--- config.mk ---
export PLATFORM = sky130hd
export DESIGN_NAME = mac_job_ctrl
export DESIGN_NICKNAME = d
export VERILOG_FILES = /design/src/rtl/mac_job_ctrl.sv
export SDC_FILE = /design/constraint.sdc
export NUM_CORES = 1
export LEC_CHECK = 0
export ABC_AREA = 1
export CAP_MARGIN = 15
export CELL_PAD_IN_SITES_DETAIL_PLACEMENT = 1
export CELL_PAD_IN_SITES_GLOBAL_PLACEMENT = 1
export CORE_MARGIN = 4
export CORE_UTILIZATION = 30
export DETAILED_ROUTE_END_ITERATION = 6
export HOLD_SLACK_MARGIN = 0.1
export PLACE_DENSITY = 0.78
export SLEW_MARGIN = 25
export SYNTH_ARGS = -nofsm -noshare
export SYNTH_HDL_FRONTEND = slang
export SYNTH_SLANG_ARGS = --single-unit
--- constraint.sdc ---
create_clock -name clk -period 1.8 [get_ports clk]
set_input_delay 0.36 -clock clk [delete_from_list [all_inputs] [get_ports clk]]
set_output_delay 0.36 -clock clk [all_outputs]
set_load 0.1 [all_outputs]
--- src/rtl/mac_job_ctrl.sv ---
// Job-level sequencer for a packed-lane MAC datapath: accepts a job, streams its
// operand beats to the datapath, waits out the pipeline, then reports completion.
module mac_job_ctrl #(
  parameter int MAC_CONF_WIDTH = 4,
  parameter int MAC_MIN_WIDTH  = 8,
  parameter int CNT_WIDTH      = 8,
  parameter int PIPE_DEPTH     = 2
) (
  input  logic                         clk,
  input  logic                         rst,
  input  logic                         job_valid,
  output logic                         job_ready,
  input  logic [MAC_CONF_WIDTH-1:0]    job_cfg,
  input  logic [CNT_WIDTH-1:0]         job_len,
  input  logic                         op_valid,
  output logic                         op_ready,
  input  logic [8*MAC_MIN_WIDTH-1:0]   op_data,
  input  logic                         abort,
  output logic [MAC_CONF_WIDTH-1:0]    dp_cfg,
  output logic                         dp_en,
  output logic [8*MAC_MIN_WIDTH-1:0]   dp_data,
  output logic                         dp_clear,
  output logic                         dp_last,
  output logic [CNT_WIDTH-1:0]         beat_cnt,
  output logic                         busy,
  output logic                         done,
  output logic                         err,
  output logic                         aborted
);

  typedef enum logic [1:0] {IDLE, RUN, DRAIN, DONE} state_t;

  localparam int                    DW         = (PIPE_DEPTH > 1) ? $clog2(PIPE_DEPTH) : 1;
  localparam logic [DW-1:0]         DRAIN_LOAD = DW'(PIPE_DEPTH - 1);
  localparam logic [DW-1:0]         DRAIN_ONE  = DW'(1);
  localparam logic [CNT_WIDTH-1:0]  CNT_ONE    = CNT_WIDTH'(1);

  state_t               state;
  logic [CNT_WIDTH-1:0] rem_cnt;
  logic [DW-1:0]        drain_cnt;

  assign job_ready = (state == IDLE);
  assign op_ready  = (state == RUN) & ~abort;
  assign busy      = (state != IDLE);

  // NOTE: every register here uses <= so all next-state values derive from the
  // pre-edge state; dp_data is a plain register and is reset like the rest.
  always_ff @(posedge clk or negedge rst) begin
    if (!rst) begin
      state     <= IDLE;
      rem_cnt   <= '0;
      drain_cnt <= '0;
      dp_cfg    <= '0;
      dp_en     <= 1'b0;
      dp_data   <= '0;
      dp_clear  <= 1'b0;
      dp_last   <= 1'b0;
      beat_cnt  <= '0;
      done      <= 1'b0;
      err       <= 1'b0;
      aborted   <= 1'b0;
    end else begin
      dp_en    <= 1'b0;
      dp_clear <= 1'b0;
      dp_last  <= 1'b0;
      done     <= 1'b0;
      err      <= 1'b0;
      aborted  <= 1'b0;
      case (state)
        IDLE: begin
          if (job_valid) begin
            // Lane mode 2'b11 has no datapath meaning; reject without touching dp_cfg.
            if (job_cfg[1:0] == 2'b11) begin
              err <= 1'b1;
            end else begin
              dp_cfg    <= job_cfg;
              rem_cnt   <= job_len;
              beat_cnt  <= '0;
              drain_cnt <= DRAIN_LOAD;
              state     <= (job_len == '0) ? DRAIN : RUN;
            end
          end
        end
        RUN: begin
          if (abort) begin
            state   <= IDLE;
            aborted <= 1'b1;
          end else if (op_valid) begin
            dp_en    <= 1'b1;
            dp_data  <= op_data;
            dp_clear <= (beat_cnt == '0);
            dp_last  <= (rem_cnt == CNT_ONE);
            beat_cnt <= beat_cnt + CNT_ONE;
            rem_cnt  <= rem_cnt - CNT_ONE;
            if (rem_cnt == CNT_ONE) state <= DRAIN;
          end
        end
        DRAIN: begin
          if (abort) begin
            state   <= IDLE;
            aborted <= 1'b1;
          end else if (drain_cnt == '0) begin
            state <= DONE;
            done  <= 1'b1;
          end else begin
            drain_cnt <= drain_cnt - DRAIN_ONE;
          end
        end
        DONE:    state <= IDLE;
        default: state <= IDLE;
      endcase
    end
  end

endmodule

==> run metrics, run 1 <==
status=finished, final reports clean; Die Area=approximately 16000 µm²; Vias/cell=4.658; slowest cell delay on critical path=0.40 ns; die width=125.1 µm; ANT cells=0; initial antenna violation count=0; final worst-path cycle share=a little over nine tenths; Max clock buf depth=2; Post-Synthesis Net Count=588; number of fill cells in the layout=1505; gr usage total=18.57%; post-route worst setup slack=0.02222 ns; CP required=1.44 ns; nets@finish=762; starting density of the core=30.82%; Cell Area, Synth=4114 µm²; RR Endpoint=rem_cnt[2]; CP Launch Type=flop; CP endpoint kind=output port; first-pass GRT wire length=~23 mm; slowest stage cell, crit path=dfrtp_1; clk root buf=clkbuf_16; Worst Skew=0.005719 ns; hpwl dp=around 11 mm; Hold Fails Final Rpt=0; Mapped Cells=500; CTS sink count=93; unrepaired setup endpoints after global routing=true; worst r2r src=state[0]; post-layout min period=around 1.8 ns; Synth warnings=0; Die H=~130 µm; clock transition at the registers of the reported paths=0.07 ns; share of the synthesized area in the top cell type=56.57%; Setup Viol. Count Final=0; worst slack, placed=-0.04993 ns; setup slack, reg-to-reg=0.16 ns; Area Overhead vs Synth=75.73%; CTS buffer count=9; crit path buf inv count=3; clock latency on the worst-skew pair=0.34 ns; async set-reset flop share out of synthesis=between 90% and 100%; via count=3978; Syn Area/Cell=8.228 µm²; Fmax=roughly 560 MHz; maxcap violations=0; routing usage on met2=about a third; detailed-router iteration count before antenna repair=4; global route overflow=0; Post-synth EDFFs=0; post-synth cell types=23; crit path DAT=1.42 ns; final WL=14.10 mm; vias in the first global route=4430; area leader, netlist=dfrtp_1; Synth Register Bits=93; largest net degree at the start of global routing=a little under 70; CTS tree=done; WHS Endpoint=done; Crit Path Category=reg -> out; sequential area share after synthesis=56.57%; I/O pin cnt=166; H-tree levels=3; M1 GR Usage=21.12%; post-route setup TNS=0 ns; worst min-delay path class=reg -> reg; core area=approximately 13000 µm²; Hold Path Stages=1; met3 usage=6.055%; num rows=42; Synth Flop Type=dfrtp_1; # DRC=0; CP top delay family=flip-flops; critical path peak fanout=4; Worst Max-Slew Pin Slew=0.4661 ns; Worst R2R Path Depth=9; routed len/inst=16.51 µm; Iter 0 DRT Violations=242; synth top area cells=dfrtp_1 (57%), nand2_1 (23%), nand3_1 (3.2%), inv_1 (3.1%), nor2_1 (2.5%); GR peak layer=met2; Final Wtd Congestion=0.8282; final-report max-slew violation count=0; share of cells above drive strength 1=19.62%; Hold Crit Start=drain_cnt; Buffers on Ports=165; relative slew slack=68.92%; CP cell instances=inv_2, ha_4, inv_4, nor2_4, buf_12; Final ANT Viol Nets=0
==> registers in the layout, indices dropped and copies added (netlist names) <==
register	cells
beat_cnt	8
dp_clear	1
dp_cfg	4
drain_cnt	1
aborted	1
dp_data	64
state	2
dp_last	1
err	1
rem_cnt	8
dp_en	1
done	1
==> how the worst max path moves through the flow <==
stage	from	to	slack, ns	depth (start not counted)
floorplan	state[0]	rem_cnt[7]	-0.008	10
global route	state[1]	op_ready	-0.06	5
CTS	state[1]	op_ready	0.0005	5
detailed placement	job_cfg[0]	beat_cnt[2]	-0.05	6
finish	state[1]	op_ready	0.02	5
global placement	job_cfg[0]	rem_cnt[2]	0.03	8
==> stage by stage <==
| step | util (%) | hold WS (ns) | instances | instance area, µm² |
|---|---|---|---|---|
| 6_report | 54.16 | 0.4778 | 854 | 7229 |
| 3_5_place_dp | 51.54 | 0.3457 | 832 | 6879 |
| 4_1_cts | 53.70 | 0.4837 | 848 | 7168 |
| 3_3_place_gp | 51.54 | 0.3417 | 832 | 6879 |
| 5_1_grt | 54.16 | 0.4998 | 854 | 7229 |
| 2_1_floorplan | - | 0.06441 | 500 | 4141 |
==> layout by cell type, fill, tap and decap left out, types with 2 or more instances in the layout <==
cell type        synthesis  routed
nand2_1                251     251
buf_12                   0      91
dfrtp_1                 93      90
clkdlybuf4s50_1          0      79
inv_1                   34      32
nor2_1                  27      26
nand3_1                 26      25
o21ai_0                 20      19
buf_4                    4      10
clkbuf_16                0       9
nand4_1                  6       6
ha_1                     7       5
inv_2                    3       3
a21oi_1                  3       3
dfrtp_2                  0       3
inv_4                    0       2
nor3_1                   2       2
a21oi_2                  2       2
xor2_1                   2       2
mux2_2                   2       2
ha_4                     0       2
clkinv_4                 0       2
clkbuf_1                 3       2
==> cells in the mapped netlist, types with 3 or more instances <==
cell,count
buf_4,4
a21oi_1,3
o21ai_0,20
dfrtp_1,93
clkbuf_1,3
ha_1,7
nand3_1,26
buf_2,8
nand4_1,6
nand2_1,251
nor2_1,27
inv_2,3
inv_1,34
==> logic make-up after synthesis <==
family / Yosys count / synth area share [%]
compound gates: 27 / 3.832
xor+xnor: 2 / 0.4259
fa+ha+maj: 7 / 2.129
buf+inv: 55 / 6.235
flops: 93 / 56.57
mux: 2 / 0.5474
simple gates: 314 / 30.26
==> layer usage <==
| layer | wire length [µm] | part of all wire (%) |
|---|---|---|
| met5 | 0 | 0 |
| met1 | 5279 | 37 |
| met4 | 305 | 2.2 |
| met2 | 7450 | 53 |
| met3 | 1063 | 7.5 |
==> repair_timing <==
| item | CTS | global route |
|---|---|---|
| hold buffers | 1 | 0 |
| setup endpoints to repair | 1 | 13 |
| hold endpoints to repair | 29 | 0 |
| setup buffers | 0 | 6 |
| cloned | 0 | 0 |
| gates resized for setup | 2 | 2 |
| pin swaps | 1 | 3 |
==> layout make-up <==
class | instances | area, µm² | area share [%]
Clock buffer | 12 | 246.5 | 3.409
Inverter | 37 | 143.9 | 1.990
Sequential cell | 93 | 2331 | 32.24
Multi-Input combinational cell | 352 | 1568 | 21.69
Clock inverter | 3 | 22.52 | 0.3115
Timing Repair Buffer | 181 | 2698 | 37.31
Tap cell | 176 | 220.2 | 3.046
Power of run 1 is left out: the tool's default activity adds up to more than one toggle a clock period on the data nets, which glitch-free logic cannot reach.
==> run 2: changes to the inputs <==
--- a/config.mk
+++ b/config.mk
@@ -6,7 +6,6 @@
 export NUM_CORES = 1
 export LEC_CHECK = 0
 export ABC_AREA = 1
-export CAP_MARGIN = 15
 export CELL_PAD_IN_SITES_DETAIL_PLACEMENT = 1
 export CELL_PAD_IN_SITES_GLOBAL_PLACEMENT = 1
 export CORE_MARGIN = 4
==> results of run 2 <==
Same layout as run 1: the final DEF is identical, and so are final timing and power.
Power of run 2 is left out for the same reason.
